$ cat src/rtl/rv_iopmp_check_arbiter.sv
// Round-robin arbiter/sequencer sharing one IOPMP transaction checker between
// NUM_REQ requester ports, with a hung-check timeout that forces a deny.

package rv_iopmp_check_arbiter_pkg;
    typedef enum logic [1:0] {
        ACCESS_NONE  = 2'd0,
        ACCESS_READ  = 2'd1,
        ACCESS_WRITE = 2'd2,
        ACCESS_EXEC  = 2'd3
    } access_t;
endpackage

module rv_iopmp_check_arbiter
    import rv_iopmp_check_arbiter_pkg::*;
#(
    parameter int NUM_REQ        = 4,
    parameter int ADDR_WIDTH     = 64,
    parameter int DATA_WIDTH     = 64,
    parameter int SID_WIDTH      = 8,
    parameter int TIMEOUT_CYCLES = 256,
    localparam int NB            = $clog2(DATA_WIDTH / 8) + 1
) (
    input  logic                                 clk_i,
    input  logic                                 rst_ni,
    input  logic [NUM_REQ-1:0]                   req_valid_i,
    output logic [NUM_REQ-1:0]                   req_ready_o,
    input  logic [NUM_REQ-1:0][ADDR_WIDTH-1:0]   req_addr_i,
    input  logic [NUM_REQ-1:0][NB-1:0]           req_num_bytes_i,
    input  logic [NUM_REQ-1:0][SID_WIDTH-1:0]    req_sid_i,
    input  access_t [NUM_REQ-1:0]                req_access_i,
    output logic [NUM_REQ-1:0]                   rsp_valid_o,
    input  logic [NUM_REQ-1:0]                   rsp_ready_i,
    output logic                                 rsp_allow_o,
    output logic                                 rsp_timeout_o,
    output logic                                 chk_en_o,
    output logic [ADDR_WIDTH-1:0]                chk_addr_o,
    output logic [NB-1:0]                        chk_num_bytes_o,
    output logic [SID_WIDTH-1:0]                 chk_sid_o,
    output access_t                              chk_access_o,
    input  logic                                 chk_ready_i,
    input  logic                                 chk_valid_i,
    input  logic                                 chk_allow_i
);

    localparam int IDX_W = (NUM_REQ > 1) ? $clog2(NUM_REQ) : 1;
    localparam int TMR_W = $clog2(TIMEOUT_CYCLES);

    localparam logic [2:0] ST_IDLE      = 3'd0;
    localparam logic [2:0] ST_ISSUE     = 3'd1;
    localparam logic [2:0] ST_WAIT_BUSY = 3'd2;
    localparam logic [2:0] ST_WAIT_DONE = 3'd3;
    localparam logic [2:0] ST_RESP      = 3'd4;

    logic [2:0]       state_reg, state_next;
    logic [IDX_W-1:0] rr_ptr_reg, rr_ptr_next;
    logic [IDX_W-1:0] grant_reg, grant_next;
    logic [TMR_W-1:0] timer_reg, timer_next;
    logic             allow_reg, allow_next;
    logic             timeout_reg, timeout_next;

    logic [ADDR_WIDTH-1:0] addr_reg;
    logic [NB-1:0]         num_bytes_reg;
    logic [SID_WIDTH-1:0]  sid_reg;
    access_t               access_reg;

    logic             grant_found;
    logic [IDX_W-1:0] grant_idx;
    logic [IDX_W-1:0] cand_idx;
    logic             grant_fire;
    logic             chk_done;
    logic             chk_done_allow;
    logic             checking;
    logic             timer_hit;

    // Scan offsets from the highest down so the smallest offset from the
    // round-robin pointer is the one left standing.
    always_comb begin
        grant_found = 1'b0;
        grant_idx   = '0;
        cand_idx    = '0;
        for (int i = NUM_REQ - 1; i >= 0; i--) begin
            cand_idx = IDX_W'((int'(rr_ptr_reg) + i) % NUM_REQ);
            if (req_valid_i[cand_idx]) begin
                grant_found = 1'b1;
                grant_idx   = cand_idx;
            end
        end
    end

    assign checking  = (state_reg == ST_ISSUE) || (state_reg == ST_WAIT_BUSY) ||
                       (state_reg == ST_WAIT_DONE);
    assign timer_hit = (timer_reg == TMR_W'(TIMEOUT_CYCLES - 1));

    always_comb begin
        state_next     = state_reg;
        rr_ptr_next    = rr_ptr_reg;
        grant_next     = grant_reg;
        timer_next     = timer_reg;
        allow_next     = allow_reg;
        timeout_next   = timeout_reg;
        grant_fire     = 1'b0;
        chk_done       = 1'b0;
        chk_done_allow = 1'b0;

        case (state_reg)
            ST_IDLE: begin
                if (grant_found) begin
                    grant_fire   = 1'b1;
                    grant_next   = grant_idx;
                    rr_ptr_next  = (grant_idx == IDX_W'(NUM_REQ - 1)) ? '0 : grant_idx + 1'b1;
                    timer_next   = '0;
                    allow_next   = 1'b0;
                    timeout_next = 1'b0;
                    state_next   = ST_ISSUE;
                end
            end
            ST_ISSUE: begin
                if (chk_ready_i) begin
                    state_next = ST_WAIT_BUSY;
                end
            end
            ST_WAIT_BUSY: begin
                // A single-cycle checker never drops ready; its valid pulse completes here.
                if (!chk_ready_i) begin
                    state_next = ST_WAIT_DONE;
                end else if (chk_valid_i) begin
                    chk_done       = 1'b1;
                    chk_done_allow = chk_allow_i;
                end
            end
            ST_WAIT_DONE: begin
                if (chk_ready_i) begin
                    chk_done       = 1'b1;
                    chk_done_allow = chk_valid_i & chk_allow_i;
                end
            end
            ST_RESP: begin
                if (rsp_ready_i[grant_reg]) begin
                    state_next = ST_IDLE;
                end
            end
            default: state_next = ST_IDLE;
        endcase

        // Completion takes priority over a timeout landing in the same cycle.
        if (checking) begin
            timer_next = timer_reg + 1'b1;
            if (chk_done) begin
                state_next   = ST_RESP;
                allow_next   = chk_done_allow;
                timeout_next = 1'b0;
            end else if (timer_hit) begin
                state_next   = ST_RESP;
                allow_next   = 1'b0;
                timeout_next = 1'b1;
            end
        end
    end

    always_ff @(posedge clk_i or negedge rst_ni) begin
        if (!rst_ni) begin
            state_reg     <= ST_IDLE;
            rr_ptr_reg    <= '0;
            grant_reg     <= '0;
            timer_reg     <= '0;
            allow_reg     <= 1'b0;
            timeout_reg   <= 1'b0;
            addr_reg      <= '0;
            num_bytes_reg <= '0;
            sid_reg       <= '0;
            access_reg    <= ACCESS_NONE;
        end else begin
            state_reg   <= state_next;
            rr_ptr_reg  <= rr_ptr_next;
            grant_reg   <= grant_next;
            timer_reg   <= timer_next;
            allow_reg   <= allow_next;
            timeout_reg <= timeout_next;
            if (grant_fire) begin
                addr_reg      <= req_addr_i[grant_idx];
                num_bytes_reg <= req_num_bytes_i[grant_idx];
                sid_reg       <= req_sid_i[grant_idx];
                access_reg    <= req_access_i[grant_idx];
            end
        end
    end

    assign chk_en_o        = (state_reg == ST_ISSUE) && chk_ready_i;
    assign chk_addr_o      = addr_reg;
    assign chk_num_bytes_o = num_bytes_reg;
    assign chk_sid_o       = sid_reg;
    assign chk_access_o    = access_reg;
    assign rsp_allow_o     = (state_reg == ST_RESP) && allow_reg;
    assign rsp_timeout_o   = (state_reg == ST_RESP) && timeout_reg;

    for (genvar gi = 0; gi < NUM_REQ; gi++) begin : g_port
        assign req_ready_o[gi] = (state_reg == ST_IDLE) && grant_found &&
                                 (grant_idx == IDX_W'(gi));
        assign rsp_valid_o[gi] = (state_reg == ST_RESP) && (grant_reg == IDX_W'(gi));
    end

endmodule

$ cat config.mk
export PLATFORM = sky130hd
export DESIGN_NAME = rv_iopmp_check_arbiter
export DESIGN_NICKNAME = d
export VERILOG_FILES = /design/src/rtl/rv_iopmp_check_arbiter.sv
export SDC_FILE = /design/constraint.sdc
export NUM_CORES = 1
export LEC_CHECK = 0
export CAP_MARGIN = 30
export CORE_AREA = 10 10 152 154
export CTS_CLUSTER_DIAMETER = 120
export DETAILED_ROUTE_END_ITERATION = 7
export DIE_AREA = 0 0 162 164
export DONT_BUFFER_PORTS = 1
export GPL_TIMING_DRIVEN = 0
export PLACE_DENSITY = 0.54
export SLEW_MARGIN = 0
export SYNTH_ARGS = -nofsm -noshare
export SYNTH_HDL_FRONTEND = slang
export SYNTH_SLANG_ARGS = --single-unit
$ cat constraint.sdc
create_clock -name clk_i -period 2.98 [get_ports clk_i]
set_input_delay 0.596 -clock clk_i [delete_from_list [all_inputs] [get_ports clk_i]]
set_output_delay 0.596 -clock clk_i [all_outputs]
set_load 0.02 [all_outputs]
* Word level (Yosys, flattened, before mapping)
Cells that the tools add are included.
** Word-level totals
- Input port bits :: 325
- Word-level logic and storage cells :: 112
- Register bits after elaboration :: 95
** Cells by class
- Reduce and logical (&&, ||, !) cells :: 21
- $add $sub $neg :: 5
- Bitwise gates (word level) :: 1
- Magnitude comparators :: 6
- Multiplexer cells :: 58
- Eq/ne operators :: 11
** Operators with widths (number)
- $bmux 64 s2 :: 1
- $mux 64 :: 1
- $mux 8 :: 4
- $mux 1 :: 27
- $mux 3 :: 7
- $lt 2x3->1 const B :: 6
- $bmux 8 s2 :: 1
- $pmux 3 s5 :: 1
- $logic_and 1x1->1 :: 12
- $mux 2 :: 6
- $bmux 1 s2 :: 5
- $add 8x1->8 const B :: 1
- $bmux 4 s2 :: 1
- $eq 2x2->1 const B :: 4
- $eq 8x8->1 const B :: 1
- $eq 3x2->1 const B :: 2
- $add 2x1->2 const B :: 2
- $add 2x2->2 const B :: 2
- $bmux 2 s2 :: 1
- $eq 2x1->1 const B :: 2
- $logic_not 2->1 :: 2
- $mux 4 :: 1
- $pmux 1 s2 :: 2
- $reduce_and 2->1 :: 2
- other kinds (6) :: 8

* Logic depth before layout (Yosys ltp)
Gate-level depths: netlist (run 1).
- Word-level depth :: 12
- Depth in mapped cells :: 7
- Mapped depth without buffers :: 6

* Worst setup path after synthesis (run 1)
Ideal clock, no wire load.
- Kind :: input port to output port
- Start :: input port req_valid_i[3]
- End :: output port req_ready_o[1]
- Cell stages on the path :: 6
- Slack :: 0.597 ns
- Path buffers :: 0
- Data required time :: 2.384 ns
- Arrival time :: 1.787 ns
- Cell sequence :: nand2b_1 > a211oi_1 > nor2_1 > inv_1 > ha_1 > and3_1
** On the way
- Cells in the longest elaborated chain, start to end :: 8
** RTL lines
- from (decl) :: line 25 : input logic [NUM_REQ-1:0] req_valid_i,
- $bmux 1 s2 :: line 83 : if (req_valid_i[cand_idx]) begin
- $mux 1 (not written as such) :: line 83
- $mux 2 (3 in a row) :: line 83
- $mux 2 * :: line 83
- via grant_idx[1] :: line 67 : logic [IDX_W-1:0] grant_idx;
- $eq 2x1->1 * :: line 198 : (grant_idx == IDX_W'(gi));
- $logic_and 1x1->1 * :: line 197 : assign req_ready_o[gi] = (state_reg == ST_IDLE) && grant_found &&
- to (decl) :: line 26 : output logic [NUM_REQ-1:0] req_ready_o,
The timed path passes the listed nets; every way through them passes the cells marked *. The select of a mux whose other input is x is not followed.

* Worst setup path in the final report (run 1)
- Start :: register rr_ptr_reg[1]
- End :: output port req_ready_o[2]
** On the way
- Cells in the longest elaborated chain, start to end :: 9
** RTL lines
- from (decl) :: line 55 : logic [IDX_W-1:0] rr_ptr_reg, rr_ptr_next;
- from (signal assigned) :: line 174 : rr_ptr_reg <= rr_ptr_next;
- $add 2x2->2 :: line 82 : cand_idx = IDX_W'((int'(rr_ptr_reg) + i) % NUM_REQ);
- $bmux 1 s2 :: line 83
- $mux 1 (not written as such) :: line 83
- $mux 2 (3 in a row) :: line 83
- $mux 2 * :: line 83
- via grant_idx[0] :: line 67
- $eq 2x2->1 * :: line 198
- $logic_and 1x1->1 * :: line 197
Marked as above.

==> results of run 1 <==
[cell type report]
class | count | area [µm²]
Clock inverter | 7 | 86.33
Fill cell | 2123 | 13150
Inverter | 3 | 16.27
Clock buffer | 9 | 225.2
Buffer | 67 | 321.6
Multi-Input combinational cell | 485 | 3490
Tap cell | 270 | 337.8
Timing Repair Buffer | 2 | 35.03
Sequential cell | 95 | 2379
[worst reg2reg max path, stage by stage (launching register included)]
cell and delay (ps):
dfrtp_2 450, mux2i_2 190, a2bb2oi_1 610, buf_2 390, clkbuf_1 450, nand3_1 150
a21oi_1 210, a221o_1 130
[worst paths after layout]
check,to,depth (start not counted)
min reg2reg,allow_reg,2
max reg2reg,chk_addr_o[31],7
min in group clk_i,state_reg[0],1
max,req_ready_o[2],7
max in group asynchronous,chk_addr_o[23],1
min,chk_access_o[0],1
[per-stage QoR]
stage / hold WS (ps) / total power, W
after floorplan: 300.4 / 0.005224
after global placement: 304.5 / 0.006309
after detailed placement: 305.0 / 0.006347
after CTS: 176.4 / 0.007683
after global routing: 189.0 / 0.008116
final: 162.5 / 0.007618
[what timing repair did]
action                                  CTS  global route
hold buffers                              1             0
gates resized for setup                   4             6
hold endpoints to repair                 95             0
buffers inserted                          0             1
endpoints found under the setup margin    2            23
pin swaps                                 1             1
[logic make-up (layout without fill, tap and decap cells)]
kind of cell    after synthesis  after routing  synth area share [%]
compound gates              258            258                 28.09
simple gates                138            138                 11.52
flops                        95             95                 38.59
mux                          80             80                 14.77
buf+inv                      70             88                 5.444
fa+ha+maj                     5              5                 1.016
xor+xnor                      4              4                0.5689
[cell usage in the layout (no fill, tap or decap), types with 2 or more instances in the layout]
cell	synthesis	final
and2_1	2	2
inv_1	2	2
inv_8	0	2
o21ai_1	8	8
a21o_1	2	2
clkinv_4	0	2
nor3_1	6	5
nand2_1	16	16
and3_1	6	4
o21ai_0	77	77
mux2_1	68	68
mux2_2	9	9
buf_4	2	3
nor2_1	12	12
o211ai_1	2	2
xnor2_1	3	3
and3_2	0	2
a21oi_1	81	81
clkbuf_16	0	9
buf_6	7	7
clkbuf_1	48	48
inv_6	0	2
nor3b_1	4	4
ha_1	5	5
dfrtp_1	95	94
nand3_1	81	81
buf_2	8	8
nand2b_1	2	2
buf_1	2	2
a221o_1	77	77
[power groups by stage]
stage	clock network (W)	registers [W]	logic, W
6_report	0.00124	0.00307	0.00331
2_1_floorplan	0	0.00281	0.00241
5_1_grt	0.00133	0.00314	0.00364
4_1_cts	0.00128	0.00308	0.00332
3_3_place_gp	0	0.00310	0.00321
3_5_place_dp	0	0.00309	0.00325
[cell usage after synthesis, types with 7 or more instances]
master / number / area (µm²)
dfrtp_1: 95 / 2377
o21ai_1: 8 / 40.04
nand2_1: 16 / 60.06
a21oi_1: 81 / 405.4
nand3_1: 81 / 405.4
buf_2: 8 / 40.04
clkbuf_1: 48 / 180.2
mux2_1: 68 / 765.7
nor2_1: 12 / 45.04
mux2_2: 9 / 101.4
a221o_1: 77 / 770.7
buf_6: 7 / 78.83
o21ai_0: 77 / 385.4
[metal layers]
metal	up-vias	track usage [%]	wire length [µm]
met5	-	0	0
met4	0	4.673	443
met2	358	34.41	14420
li1	2550	-	-
met1	2831	22.60	10800
met3	35	8.085	3039
==> out/summary.txt, run 1 <==
cell area power density -> 1106 nW/µm²
drt drc -> 0
final worst-path cycle share -> 94.97%
Cell Count, Final, Fillers Out -> 938
DR iter-0 viols -> 419
Worst VDD drop -> 0.2974 mV
Chip Width -> 162 µm
share of power burned in registers -> 40.3%
max incr delay on CP -> 430 ps
CTS Sinks -> 95
Finished Core Util -> 34.38%
chip height -> 164 µm
synthesized cell area -> 6160 µm²
max cap viols -> 0
clock root buffer -> clkbuf_16
Post-synth ARST share -> 100.0%
Worst slew margin -> 47.20%
Ant. Diodes -> 0
Final ANT Viol Nets -> 0
Crit Path Class -> flip-flop to output port
grt ovf -> 0
Layout Nets -> 993
pre-CTS setup slack -> 39.00 ps
Comb power frac -> 43.5%
clk_skew -> 8.203 ps
endpoints failing setup -> 0
Synth Net Count -> 980
fmax -> 0.3534 GHz
Placed Cells -> 920
Skew-Pair Late Insertion Delay -> 350 ps
core region area -> 20,040 µm²
worst slew pin tran -> 792.0 ps
cts bufs inserted -> 9
Buf/Inv on CP -> 2
Worst Path Max Fanout -> 11
Starting Density -> 30.74%
Via Count -> 5,774
setup TNS -> 0 ps
Placer Congestion -> 0.8576
Lkg Pwr -> 2.678 nW
TritonCTS clock tree -> built
HPWL after DPL -> 22,720 µm
CP required -> 2380 ps
Clock power frac -> 16.3%
worst hold path type -> primary input to async pin
switching share of power -> 48.66%
PortBufs -> 0
RSZ-0062 raised after global routing -> false
synth unique cells -> 49
reg-to-reg startpoint -> rr_ptr_reg[1]
drt first pass iters -> 5
Ports -> 414
status -> complete, no violations
Worst Setup End Kind -> output port
fin area -> 6890 µm²
cells along the critical path -> mux2i_2, o2bb2ai_4, nor2_4, inv_6, buf_6, ha_1, and3_2
Int Power -> 0.003911 W
slowest CP cell -> dfrtp_2
register area share after synthesis -> 38.59%
CTS H-tree lvls -> 3
minimum clock period -> 2830 ps
Via density -> 6.156
Post-synth EDFFs -> 0
initial antenna violation count -> 0
drt total wl -> 28,710 µm
Psw -> 0.003707 W
Hold Vio Cnt, Final -> 0
max reg flops -> 64
flops & latches, synth -> 95
Crit path arrival time -> 2230 ps
Synth Area per Inst -> 9.476 µm²
Syn-to-layout area delta -> 11.86%
first-pass GRT wire length -> 40,370 µm
Longest Clk Path Bufs -> 2
max-slew violations -> 0
# rows -> 52
vias in the first global route -> 6,082
die area -> 26,570 µm²
all-layer global routing usage -> 19.94%
Most used DFF post-synth -> dfrtp_1
post-synthesis cell count -> 650
drt wl/cell -> 30.60 µm
CP top delay family -> flip-flops
clock slew at reported path FFs -> 80 ps
share of layout cells above drive strength 1 -> 8.683%
largest net degree at the start of global routing -> 96
r2r setup slk -> 350 ps
Critical Path Source -> rr_ptr_reg[1]
Synth Warn # -> 0
DP Area -> 6497 µm²
setup ws final -> 150.0 ps
type of origin of the critical path -> flip-flop
No activity file was read; power rests on OpenSTA's default activity.
==> run 2: changes to the inputs <==
CORE_AREA = 10 10 154 156   (was 10 10 152 154)
DIE_AREA = 0 0 164 166   (was 0 0 162 164)
==> run 2 against run 1 <==
Effect of this change:
- clock skew rose by 5.4 ps
- via count fell by 2.0%
- cell count rose by 0.53%
- count of clock-buffer cells in the layout rose by 1
- sequential share of layout area fell by 0.12 points
- sequential power barely moved
- clock power rose by 7%
- non-clock buffer count did not move
- power rose by 0.52%
- hold slack improved by 16 ps
==> out/summary.txt, run 2 (synthesis results as in run 1) <==
status -> complete, no violations
worst slew pin tran -> 980.5 ps
Cell Count, Final, Fillers Out -> 943
DR iter-0 viols -> 513
drt wl/cell -> 30.31 µm
cell area power density -> 1107 nW/µm²
largest net degree at the start of global routing -> 96
Finished Core Util -> 33.42%
max cap viols -> 0
RSZ-0062 raised after global routing -> false
Critical Path Source -> rr_ptr_reg[1]
initial antenna violation count -> 1
share of power burned in registers -> 39.8%
drt drc -> 0
grt ovf -> 0
Hold Slack -> 178.6 ps
Starting Density -> 29.77%
endpoints failing setup -> 0
Skew-Pair Late Insertion Delay -> 360 ps
fmax -> 0.3544 GHz
Comb power frac -> 42.8%
Lkg Pwr -> 2.691 nW
Chip Width -> 164 µm
Via density -> 5.999
chip height -> 166 µm
core region area -> 20,690 µm²
Ports -> 414
Int Power -> 0.004005 W
Placed Cells -> 925
die area -> 27,220 µm²
Worst slew margin -> 34.38%
TritonCTS clock tree -> built
Worst Path Max Fanout -> 10
Worst VDD drop -> 0.3593 mV
Worst Setup End Kind -> flip-flop
most frequent cells in the layout -> dfrtp_1 (94), nand3_1 (81), a21oi_1 (81)
max reg flops -> 64
Psw -> 0.003652 W
Layout Nets -> 993
Crit path arrival time -> 3110 ps
Placer Congestion -> 0.8465
clock slew at reported path FFs -> 70 ps
Clock power frac -> 17.4%
Syn-to-layout area delta -> 12.27%
drt total wl -> 28,590 µm
reg-to-reg startpoint -> rr_ptr_reg[1]
Crit Path Class -> flip-flop to flip-flop
CTS Sinks -> 95
drt first pass iters -> 6
minimum clock period -> 2822 ps
CP required -> 3260 ps
Longest Clk Path Bufs -> 2
final worst-path cycle share -> 94.69%
switching share of power -> 47.70%
Final ANT Viol Nets -> 0
vias in the first global route -> 6,074
first-pass GRT wire length -> 41,680 µm
worst hold path type -> primary input to async pin
CTS H-tree lvls -> 3
Via Count -> 5,657
Ant. Diodes -> 0
type of origin of the critical path -> flip-flop
clk_skew -> 13.57 ps
cts bufs inserted -> 9
share of layout cells above drive strength 1 -> 8.683%
max-slew violations -> 0
Hold Vio Cnt, Final -> 0
all-layer global routing usage -> 19.99%
clock root buffer -> clkbuf_16
HPWL after DPL -> 22,160 µm
setup TNS -> 0 ps
# rows -> 53
most common cell after layout, fill and taps aside -> dfrtp_1
PortBufs -> 0
-- run 2: cell types whose count changed in the layout (fill, tap and decap cells not counted) --
cell,before,now
bufinv_16,1,2
clkbuf_8,0,1
clkinv_2,0,1
clkinv_4,2,1
clkinvlp_4,1,0
inv_6,2,3
inv_8,2,0
-- run 2: power groups by stage --
stage / clock network [W] / logic [W] / registers [W]
5_1_grt: 0.00142 / 0.00364 / 0.00312
3_5_place_dp: 0 / 0.00324 / 0.00306
3_3_place_gp: 0 / 0.00320 / 0.00308
4_1_cts: 0.00137 / 0.00329 / 0.00306
2_1_floorplan: 0 / 0.00241 / 0.00281
6_report: 0.00133 / 0.00328 / 0.00305
-- run 2: what timing repair did --
item                       CTS  global route
hold buffers                 1             0
setup endpoints to repair    2            23
gates resized for setup      5             5
buffers inserted             1             0
hold endpoints to repair    95             0
pin swaps                    1             0
-- run 2: cell type report --
cell class / instances / area [µm²]
Sequential cell: 95 / 2379
Tap cell: 275 / 344.1
Timing Repair Buffer: 2 / 35.03
Clock inverter: 6 / 91.34
Multi-Input combinational cell: 485 / 3490
Inverter: 3 / 16.27
Fill cell: 2155 / 13770
Buffer: 67 / 321.6
Clock buffer: 10 / 239.0
-- run 2: per-layer routing --
layer	vias to the layer above	GRT usage, %	routed length, µm
met5	-	0	0
met1	2804	24.12	11360
met4	0	4.042	303
met3	15	6.321	2506
li1	2540	-	-
met2	298	34.01	14420
-- run 2: final timing paths --
path / endpoint / slack (ps) / cells past startpoint
setup reg to reg: chk_addr_o[20] / 160 / 7
max in group asynchronous: chk_access_o[1] / 2400 / 1
hold reg to reg: allow_reg / 500 / 2
setup / recovery: chk_addr_o[20] / 160 / 7
hold / removal: timer_reg[1] / 180 / 1
min in group clk_i: state_reg[0] / 340 / 1
-- run 2: stage by stage --
step	power [W]	instance area, µm²	setup WS (ps)
global route	0.008186	6915	23.43
finish	0.007657	6915	158.2
detailed placement	0.006303	6504	55.80
global placement	0.006279	6504	81.65
floorplan	0.005224	6160	597.2
CTS	0.007726	6895	24.84
-- run 2: worst max-delay path: stages, from the launching register on --
cell and delay (ps):
dfrtp_2 460, mux2i_2 190, a2bb2oi_1 800, buf_2 400
buf_1 450, nand3_1 170, a21oi_1 160, a221o_1 120
